<file path="config.mk">
export PLATFORM = sky130hd
export DESIGN_NAME = fetch_stage_flat
export DESIGN_NICKNAME = d
export VERILOG_FILES = /design/src/rtl/fetch_stage_if.sv /design/src/rtl/fetch_stage.sv /design/src/flat_wrapper.sv
export SDC_FILE = /design/constraint.sdc
export NUM_CORES = 1
export LEC_CHECK = 0
export CAP_MARGIN = 30
export CORE_MARGIN = 2
export CORE_UTILIZATION = 54
export DETAILED_ROUTE_END_ITERATION = 12
export PLACE_DENSITY = 0.81
export SETUP_SLACK_MARGIN = 0.3
export SYNTH_ARGS = -nofsm -noshare
export SYNTH_HDL_FRONTEND = slang
export SYNTH_SLANG_ARGS = --single-unit
</file>
<file path="constraint.sdc">
create_clock -name clk -period 3.3 [get_ports clk]
set_clock_uncertainty 0.15 [all_clocks]
set_input_delay 0.495 -clock clk [delete_from_list [all_inputs] [get_ports clk]]
set_output_delay 0.495 -clock clk [all_outputs]
set_load 0.005 [all_outputs]
</file>
<file path="src/rtl/fetch_stage_if.sv">
// Instruction-memory req/ack handshake between the fetch stage and instruction memory.
// The fetch stage holds req with a stable addr until a one-cycle ack returns rdata.
interface fetch_stage_if;
    logic        imem_req;
    logic [31:0] imem_addr;
    logic        imem_ack;
    logic [31:0] imem_rdata;

    modport master (
        output imem_req,
        output imem_addr,
        input  imem_ack,
        input  imem_rdata
    );

    modport slave (
        input  imem_req,
        input  imem_addr,
        output imem_ack,
        output imem_rdata
    );
endinterface

</file>
<file path="src/rtl/fetch_stage.sv">
// Instruction-fetch stage with IF/ID pipeline register.
// Keeps one fetch in flight at most, buffers a word caught by a stall, and drops fetches killed by a redirect.
//
//   state    | meaning
//   ---------+--------------------------------------------------------------
//   ST_FETCH | request at pc_q outstanding (or first cycle after reset, idle)
//   ST_HOLD  | fetched word parked in hold_q while decode is stalled, no request
//   ST_DROP  | redirected; waiting for ack of the stale request, then jump to pend_pc_q
module fetch_stage #(
    parameter logic [31:0] RESET_PC = 32'h0000_0000,
    parameter logic [31:0] NOP_INSN = 32'h0000_0013
) (
    input  logic          clk,
    input  logic          rst,
    input  logic          stall,
    input  logic          flush,
    input  logic [31:0]   redirect_pc,
    fetch_stage_if.master imem,
    output logic [31:0]   instruction,
    output logic [31:0]   pc_id,
    output logic [31:0]   pc_plus4_id,
    output logic          valid_id
);

    localparam logic [1:0] ST_FETCH = 2'd0;
    localparam logic [1:0] ST_HOLD  = 2'd1;
    localparam logic [1:0] ST_DROP  = 2'd2;

    logic [1:0]  state_q, state_d;
    logic        live_q;
    logic [31:0] pc_q, pc_d;
    logic [31:0] hold_q, hold_d;
    logic [31:0] hold_pc_q, hold_pc_d;
    logic [31:0] pend_pc_q, pend_pc_d;
    logic [31:0] insn_d, pc_id_d, pc4_id_d;
    logic        valid_d;
    logic        req;
    logic        ack;
    logic [31:0] redirect_al;
    logic [31:0] pc_q_plus4;

    // live_q keeps req low for the first cycle after reset release
    assign req            = live_q && (state_q != ST_HOLD);
    assign ack            = imem.imem_ack && req;
    assign imem.imem_req  = req;
    assign imem.imem_addr = pc_q;
    assign redirect_al    = {redirect_pc[31:2], 2'b00};
    assign pc_q_plus4     = pc_q + 32'd4;

    always_comb begin
        state_d   = state_q;
        pc_d      = pc_q;
        hold_d    = hold_q;
        hold_pc_d = hold_pc_q;
        pend_pc_d = pend_pc_q;
        insn_d    = instruction;
        pc_id_d   = pc_id;
        pc4_id_d  = pc_plus4_id;
        valid_d   = valid_id;

        case (state_q)
            ST_FETCH: begin
                if (!live_q) begin
                    if (flush) pc_d = redirect_al;
                    if (flush || !stall) begin
                        valid_d = 1'b0;
                        insn_d  = NOP_INSN;
                    end
                end else if (ack) begin
                    if (flush) begin
                        pc_d    = redirect_al;
                        valid_d = 1'b0;
                        insn_d  = NOP_INSN;
                    end else if (!stall) begin
                        insn_d   = imem.imem_rdata;
                        pc_id_d  = pc_q;
                        pc4_id_d = pc_q_plus4;
                        valid_d  = 1'b1;
                        pc_d     = pc_q_plus4;
                    end else begin
                        hold_d    = imem.imem_rdata;
                        hold_pc_d = pc_q;
                        pc_d      = pc_q_plus4;
                        state_d   = ST_HOLD;
                    end
                end else if (flush) begin
                    pend_pc_d = redirect_al;
                    state_d   = ST_DROP;
                    valid_d   = 1'b0;
                    insn_d    = NOP_INSN;
                end else if (!stall) begin
                    valid_d = 1'b0;
                    insn_d  = NOP_INSN;
                end
            end
            ST_HOLD: begin
                if (flush) begin
                    pc_d    = redirect_al;
                    state_d = ST_FETCH;
                    valid_d = 1'b0;
                    insn_d  = NOP_INSN;
                end else if (!stall) begin
                    insn_d   = hold_q;
                    pc_id_d  = hold_pc_q;
                    pc4_id_d = hold_pc_q + 32'd4;
                    valid_d  = 1'b1;
                    state_d  = ST_FETCH;
                end
            end
            ST_DROP: begin
                // a redirect arriving with the stale ack still wins
                if (flush) pend_pc_d = redirect_al;
                if (ack) begin
                    pc_d    = flush ? redirect_al : pend_pc_q;
                    state_d = ST_FETCH;
                end
                if (flush || !stall) begin
                    valid_d = 1'b0;
                    insn_d  = NOP_INSN;
                end
            end
            default: state_d = ST_FETCH;
        endcase
    end

    always_ff @(posedge clk or negedge rst) begin
        if (!rst) begin
            state_q     <= ST_FETCH;
            live_q      <= 1'b0;
            pc_q        <= RESET_PC;
            hold_q      <= 32'h0;
            hold_pc_q   <= 32'h0;
            pend_pc_q   <= 32'h0;
            instruction <= NOP_INSN;
            pc_id       <= 32'h0;
            pc_plus4_id <= 32'h0;
            valid_id    <= 1'b0;
        end else begin
            state_q     <= state_d;
            live_q      <= 1'b1;
            pc_q        <= pc_d;
            hold_q      <= hold_d;
            hold_pc_q   <= hold_pc_d;
            pend_pc_q   <= pend_pc_d;
            instruction <= insn_d;
            pc_id       <= pc_id_d;
            pc_plus4_id <= pc4_id_d;
            valid_id    <= valid_d;
        end
    end

endmodule
</file>
<file path="src/flat_wrapper.sv">
// flat-port wrapper written by rule: the top's interface ports become plain ports
module fetch_stage_flat 
#(
    parameter logic [31:0] RESET_PC = 32'h0000_0000,
    parameter logic [31:0] NOP_INSN = 32'h0000_0013
)
  (clk, rst, stall, flush, redirect_pc, instruction, pc_id, pc_plus4_id, valid_id, imem_imem_req, imem_imem_addr, imem_imem_ack, imem_imem_rdata);
  fetch_stage_if imem_i ();
  input  logic clk;
  input  logic rst;
  input  logic stall;
  input  logic flush;
  input  logic [31:0] redirect_pc;
  output logic [31:0] instruction;
  output logic [31:0] pc_id;
  output logic [31:0] pc_plus4_id;
  output logic valid_id;
  output wire logic [$bits(imem_i.imem_req)-1:0] imem_imem_req;
  output wire logic [$bits(imem_i.imem_addr)-1:0] imem_imem_addr;
  input wire logic [$bits(imem_i.imem_ack)-1:0] imem_imem_ack;
  input wire logic [$bits(imem_i.imem_rdata)-1:0] imem_imem_rdata;
  assign imem_imem_req = imem_i.imem_req;
  assign imem_imem_addr = imem_i.imem_addr;
  assign imem_i.imem_ack = imem_imem_ack;
  assign imem_i.imem_rdata = imem_imem_rdata;
  fetch_stage #(.RESET_PC(RESET_PC), .NOP_INSN(NOP_INSN)) u_core (.clk(clk), .rst(rst), .stall(stall), .flush(flush), .redirect_pc(redirect_pc), .imem(imem_i), .instruction(instruction), .pc_id(pc_id), .pc_plus4_id(pc_plus4_id), .valid_id(valid_id));
endmodule
</file>
* After elaboration in Yosys (flattened, before gate mapping)
Cells that the tools add are included.
Storage, ports and cells: RAM bits 0, latch bits 0, output and inout port bits 130, memories 0, input port bits 69, memory bits (read-only) 0, register bits after elaboration 228, logic and storage cells 97
Operators by class: magnitude comparators 0, multiplexer cells 51, multipliers 0, add/subtract/negate cells 2, divide/modulo/power cells 0, reductions and logical operators 15, bitwise gates (word level) 1, shift operators 0, equal/unequal tests 18
Operator list (count):
- 32-bit two-way mux | 29
- 32-bit case mux with 2 select lines | 3
- 32-bit case mux with 3 select lines | 2
- 32-bit by 3-bit adder with 32-bit output (second input constant) | 2
- 2-bit two-way mux | 8
- 3-bit != test (second input constant) | 4
- 2-bit != test (second input constant) | 5
- 3-bit AND reduction | 3
- 2-bit by 1-bit != test with 1-bit output (second input constant) | 4
- 1-bit two-way mux | 7
- 7-bit AND reduction | 1
- 2-bit case mux with 3 select lines | 1
- 6-bit AND reduction | 1
- 5-bit != test (second input constant) | 1
- 5-bit AND reduction | 1
- 4-bit != test (second input constant) | 1
- 2-bit nonzero test | 2
- 3-bit by 2-bit != test with 1-bit output (second input constant) | 1
- 1-bit case mux with 3 select lines | 1
- 3-bit nonzero test | 1
- 2-bit by 1-bit equality test with 1-bit output (second input constant) | 1
- 2-bit equality test (second input constant) | 1
- 1-bit logical AND | 2
- 2-bit zero test | 1
- other kinds (4) | 4

* Depth between registers and ports, before layout
word-level depth 6, depth in mapped cells 10, depth with buffers taken out 7

* Worst setup path before layout
No wires, ideal clock.
kind register to register, from reg u_core.state_q[1], to reg u_core.hold_pc_q[29], buffers on the path 3, data arrival time 2065 ps, path slack 961 ps, stages on the path, launching flop included 9, required time 3025 ps, cells stage by stage dfrtp_1 -> inv_1 -> ha_1 -> buf_2 -> nand3b_1 -> nor2_1 -> buf_4 -> buf_2 -> mux2_2
On the way: longest elaborated chain between the ends 4, elaborated cells between the ends (all ways) 5
RTL lines:
- start, declared | RTL line fetch_stage.sv:29 | logic [1:0] state_q, state_d;
- start signal, assigned | RTL line fetch_stage.sv:139 | state_q <= state_d;
- 2-bit by 1-bit != test with 1-bit output | RTL line fetch_stage.sv:43 | assign req = live_q && (state_q != ST_HOLD);
- 1-bit logical AND | RTL line fetch_stage.sv:43
- 1-bit logical AND | RTL line fetch_stage.sv:44 | assign ack = imem.imem_ack && req;
- 5-bit AND reduction (no line) *
- end signal, assigned | RTL line fetch_stage.sv:143 | hold_pc_q <= hold_pc_d;
- end, declared | RTL line fetch_stage.sv:33 | logic [31:0] hold_pc_q, hold_pc_d;
Mark *: on every way between the ends. The rest lies on a longest branch, timed or not. A chain may end at the register's enable or synchronous reset.

* Final worst setup path
from reg u_core.live_q, to out imem_imem_req
On the way: longest elaborated chain between the ends 1
RTL lines:
- start, declared | RTL line fetch_stage.sv:30 | logic live_q;
- start signal, assigned | RTL line fetch_stage.sv:129 | live_q <= 1'b0;
- start signal, assigned | RTL line fetch_stage.sv:140 | live_q <= 1'b1;
- 1-bit logical AND | RTL line fetch_stage.sv:43
- end, declared | RTL line flat_wrapper.sv:18 | output wire logic [$bits(imem_i.imem_req)-1:0] imem_imem_req;
Every way passes these cells.

==> results.sh <==
export IMPL_place_gp_congestion=0.916
export IMPL_clkSinkCount=226
export IMPL_start_kind="flop"
export IMPL_peakVddDrop_uv=579
export IMPL_cts_buffer_depth=3
export IMPL_place_area_um2=13900
export IMPL_grt_usage=0.286
export IMPL_r2r_start="u_core.state_q[0]"
export IMPL_post_route_min_period_ns=2.91
export IMPL_ys_ff_latch=226
export IMPL_synth_edf_count=0
export IMPL_syn2layout_area_growth_pct=25.9
export IMPL_fin_crit_sh=0.882
export IMPL_postCtsHoldBufs=1
export IMPL_post_cts_buffers=0
export IMPL_cts_tree="built"
export IMPL_layout_nets=1389
export IMPL_grt_max_degree=87
export IMPL_path_max_fanout=15
export IMPL_synth_fp_nets=1228
export IMPL_clk_latency_ns=0.52
export IMPL_maxCapViolCount=0
export IMPL_yosysWarnings=0
export IMPL_dp_hpwl_um=22200
export IMPL_min_path_type="flop to flop"
export IMPL_slew_violations=0
export IMPL_start_util=0.552
export IMPL_async_flop_share=1.00
export IMPL_drc_errors=0
export IMPL_cts_resized=0
export IMPL_slew_headroom=0.412
export IMPL_rsz0062_at_grt="false"
export IMPL_rr_endpoint="u_core.imem.imem_addr[6]"
export IMPL_synth_cells=1153
export IMPL_cts_buffers=24
export IMPL_layout_commonest_cell="dfrtp_1"
export IMPL_cp_num_buf_inv=3
export IMPL_synth_seq_area_share=0.484
export IMPL_synthDistinctLibCells=71
export IMPL_root_buffer="clkbuf_16"
export IMPL_r2r_slack_ns=0.46
export IMPL_num_rows=53
export IMPL_ys_flop_type="dfrtp_1"
export IMPL_drt_iter0_drc=955
export IMPL_antenna_left=0
export IMPL_routed_wl_um=32500
export IMPL_antenna_found_initial=2
export IMPL_setup_viol=0
export IMPL_worst_slew_pin_slew_ns=0.876
export IMPL_setup_worst_path_end_class="output pin"
export IMPL_whs_endpoint="u_core.pc_id[4]"
export IMPL_status="completed"
export IMPL_n_antenna_cell=0
export IMPL_cp_cell_sequence="clkinv_1 > buf_4 > nor2_1 > clkdlybuf4s50_1"
export IMPL_num_io_pins=199
export IMPL_finalSetupTns_ns=0
export IMPL_die_x_um=151
export IMPL_required_ns=2.65
export IMPL_avgSynthCellArea_um2=10.1
export IMPL_htreeDepth=1
export IMPL_fp_dieArea_um2=22800
export IMPL_min_path_cells=2
export IMPL_portBuffers=196
export IMPL_die_h_um=151
export IMPL_crit_slowest_cell="dfrtp_1"
export IMPL_arrival_ns=2.27
export IMPL_num_vias=10000
export IMPL_p_leak_nw=6.32
export IMPL_min_from="u_core.pc_id[4]"
export IMPL_slowest_delay_ns=0.67
export IMPL_path_class="flop to output pin"
export IMPL_first_global_vias=9639
export IMPL_mostFrequentLayoutCells="223 x dfrtp_1, 194 x clkdlybuf4s50_1, 119 x nand2_1, 100 x o21ai_0, 92 x mux2_2"
export IMPL_wire_per_inst_um=20.2
export IMPL_grt_first_pass_wirelength_um=51600
export IMPL_cts_clk_slew_worst_paths_ns=0.06
export IMPL_stdcell_area_um2=14700
export IMPL_max_freq_ghz=0.344
export IMPL_power_density_nw_per_um2=898
export IMPL_vias_per_cell=6.23
export IMPL_reg2reg_depth=8
export IMPL_netlist_area_um2=11700
export IMPL_overflow=0
export IMPL_first_pass_iters=8
export IMPL_drive_above_1_share=0.141
export IMPL_hold_viol_final=0
export IMPL_placeableCoreArea_um2=21200
export IMPL_cp_top_family="buffers and inverters"
area by class of cell:
class	count	area, um^2
tap	275	344
fill	1556	6440
multi-input combinational	785	5440
timing repair buffer	233	2290
clock inverter	7	63.8
clock buffer	37	751
sequential	226	5660
inverter	44	165
cells in the mapped netlist, drive strengths merged, types with 4 or more instances:
master     n  area share
and4       5      0.0039
a222oi    26       0.022
o221ai    15       0.011
a22o       8      0.0060
and3      11      0.0059
inv       43       0.014
o2bb2ai    5      0.0037
o211ai     6      0.0039
nand2b     4      0.0021
nand2    119       0.038
nand4     21       0.012
o31a       4      0.0030
nand3     31       0.013
dfrtp    223        0.48
nor2      53       0.017
buf       45       0.020
o22ai      7      0.0037
a2bb2oi    7      0.0052
o21ai    103       0.044
ha         6      0.0064
a31oi      7      0.0037
mux2i     41       0.035
mux2      92       0.089
and2      11      0.0059
a21o       9      0.0058
nor4       9      0.0054
clkbuf    53       0.017
a22oi     21       0.013
a21oi     31       0.014
xnor2     22       0.016
a221oi    11      0.0082
nor3      24       0.010
xor2      31       0.023
per-stage QoR:
| stage | utilization | hold WS (ns) | power [mW] | instances | setup WS (ns) |
|---|---|---|---|---|---|
| after floorplan | - | 0.0494 | 7.94 | 1153 | 0.961 |
| after global placement | 0.657 | 0.311 | 10.2 | 1562 | 0.589 |
| after detailed placement | 0.657 | 0.321 | 10.4 | 1562 | 0.561 |
| after CTS | 0.696 | 0.334 | 13.2 | 1607 | 0.407 |
| after global routing | 0.696 | 0.347 | 14.0 | 1607 | 0.301 |
| final | 0.696 | 0.328 | 13.2 | 1607 | 0.389 |
layer usage:
metal	up-vias	part of all wire	global-route usage
li1	4507	-	-
met5	-	0.00040	0
met1	4880	0.40	0.389
met4	2	0.035	0.0967
met3	90	0.10	0.0672
met2	538	0.46	0.454
registers in the layout (all words and copies together) (netlist names), 2 cells and up:
name	cells
u_core.imem.imem_addr	32
u_core.pc_id	32
u_core.pend_pc_q	32
u_core.state_q	2
u_core.pc_plus4_id	30
u_core.hold_q	32
u_core.hold_pc_q	32
u_core.instruction	32
worst reg2reg max path, stage by stage, from the launching register on:
cell and delay (ns):
dfrtp_1 0.40, inv_1 0.08, ha_1 0.53, buf_4 0.29, nor2_1 0.16, nor2_1 0.10, o21ai_1 0.69, o21ai_0 0.24
o21ai_0 0.13
cell families (layout without fill, tap and decap cells):
| kind of cell | Yosys count | count (layout) | synth area share |
|---|---|---|---|
| AND/OR/NAND/NOR | 301 | 301 | 0.122 |
| AO/OA/AOI/OAI | 291 | 291 | 0.171 |
| flip-flops | 226 | 226 | 0.484 |
| buffers and inverters | 142 | 321 | 0.0516 |
| multiplexers | 133 | 133 | 0.124 |
| XOR/XNOR | 53 | 53 | 0.0397 |
| adder cells (fa/ha/maj) | 6 | 6 | 0.00642 |
| other | 1 | 1 | 0.000321 |
worst max path at each step:
stage                                  from                   end  slack (ns)  cells after the start
final                         u_core.live_q         imem_imem_req        0.39                      4
after global routing          u_core.live_q         imem_imem_req        0.30                      4
after CTS                     u_core.live_q         imem_imem_req        0.41                      4
after detailed placement      imem_imem_ack   u_core.pend_pc_q[6]        0.56                      8
after global placement        imem_imem_ack  u_core.pend_pc_q[11]        0.59                      8
after floorplan           u_core.state_q[1]  u_core.hold_pc_q[29]        0.96                      8
power by group:
group / internal [mW] / switching [mW]
clock: 1.64 / 1.12
combinational: 2.78 / 2.57
sequential: 3.92 / 1.18
total: 8.34 / 4.87
(Power assumes the default switching activity.)
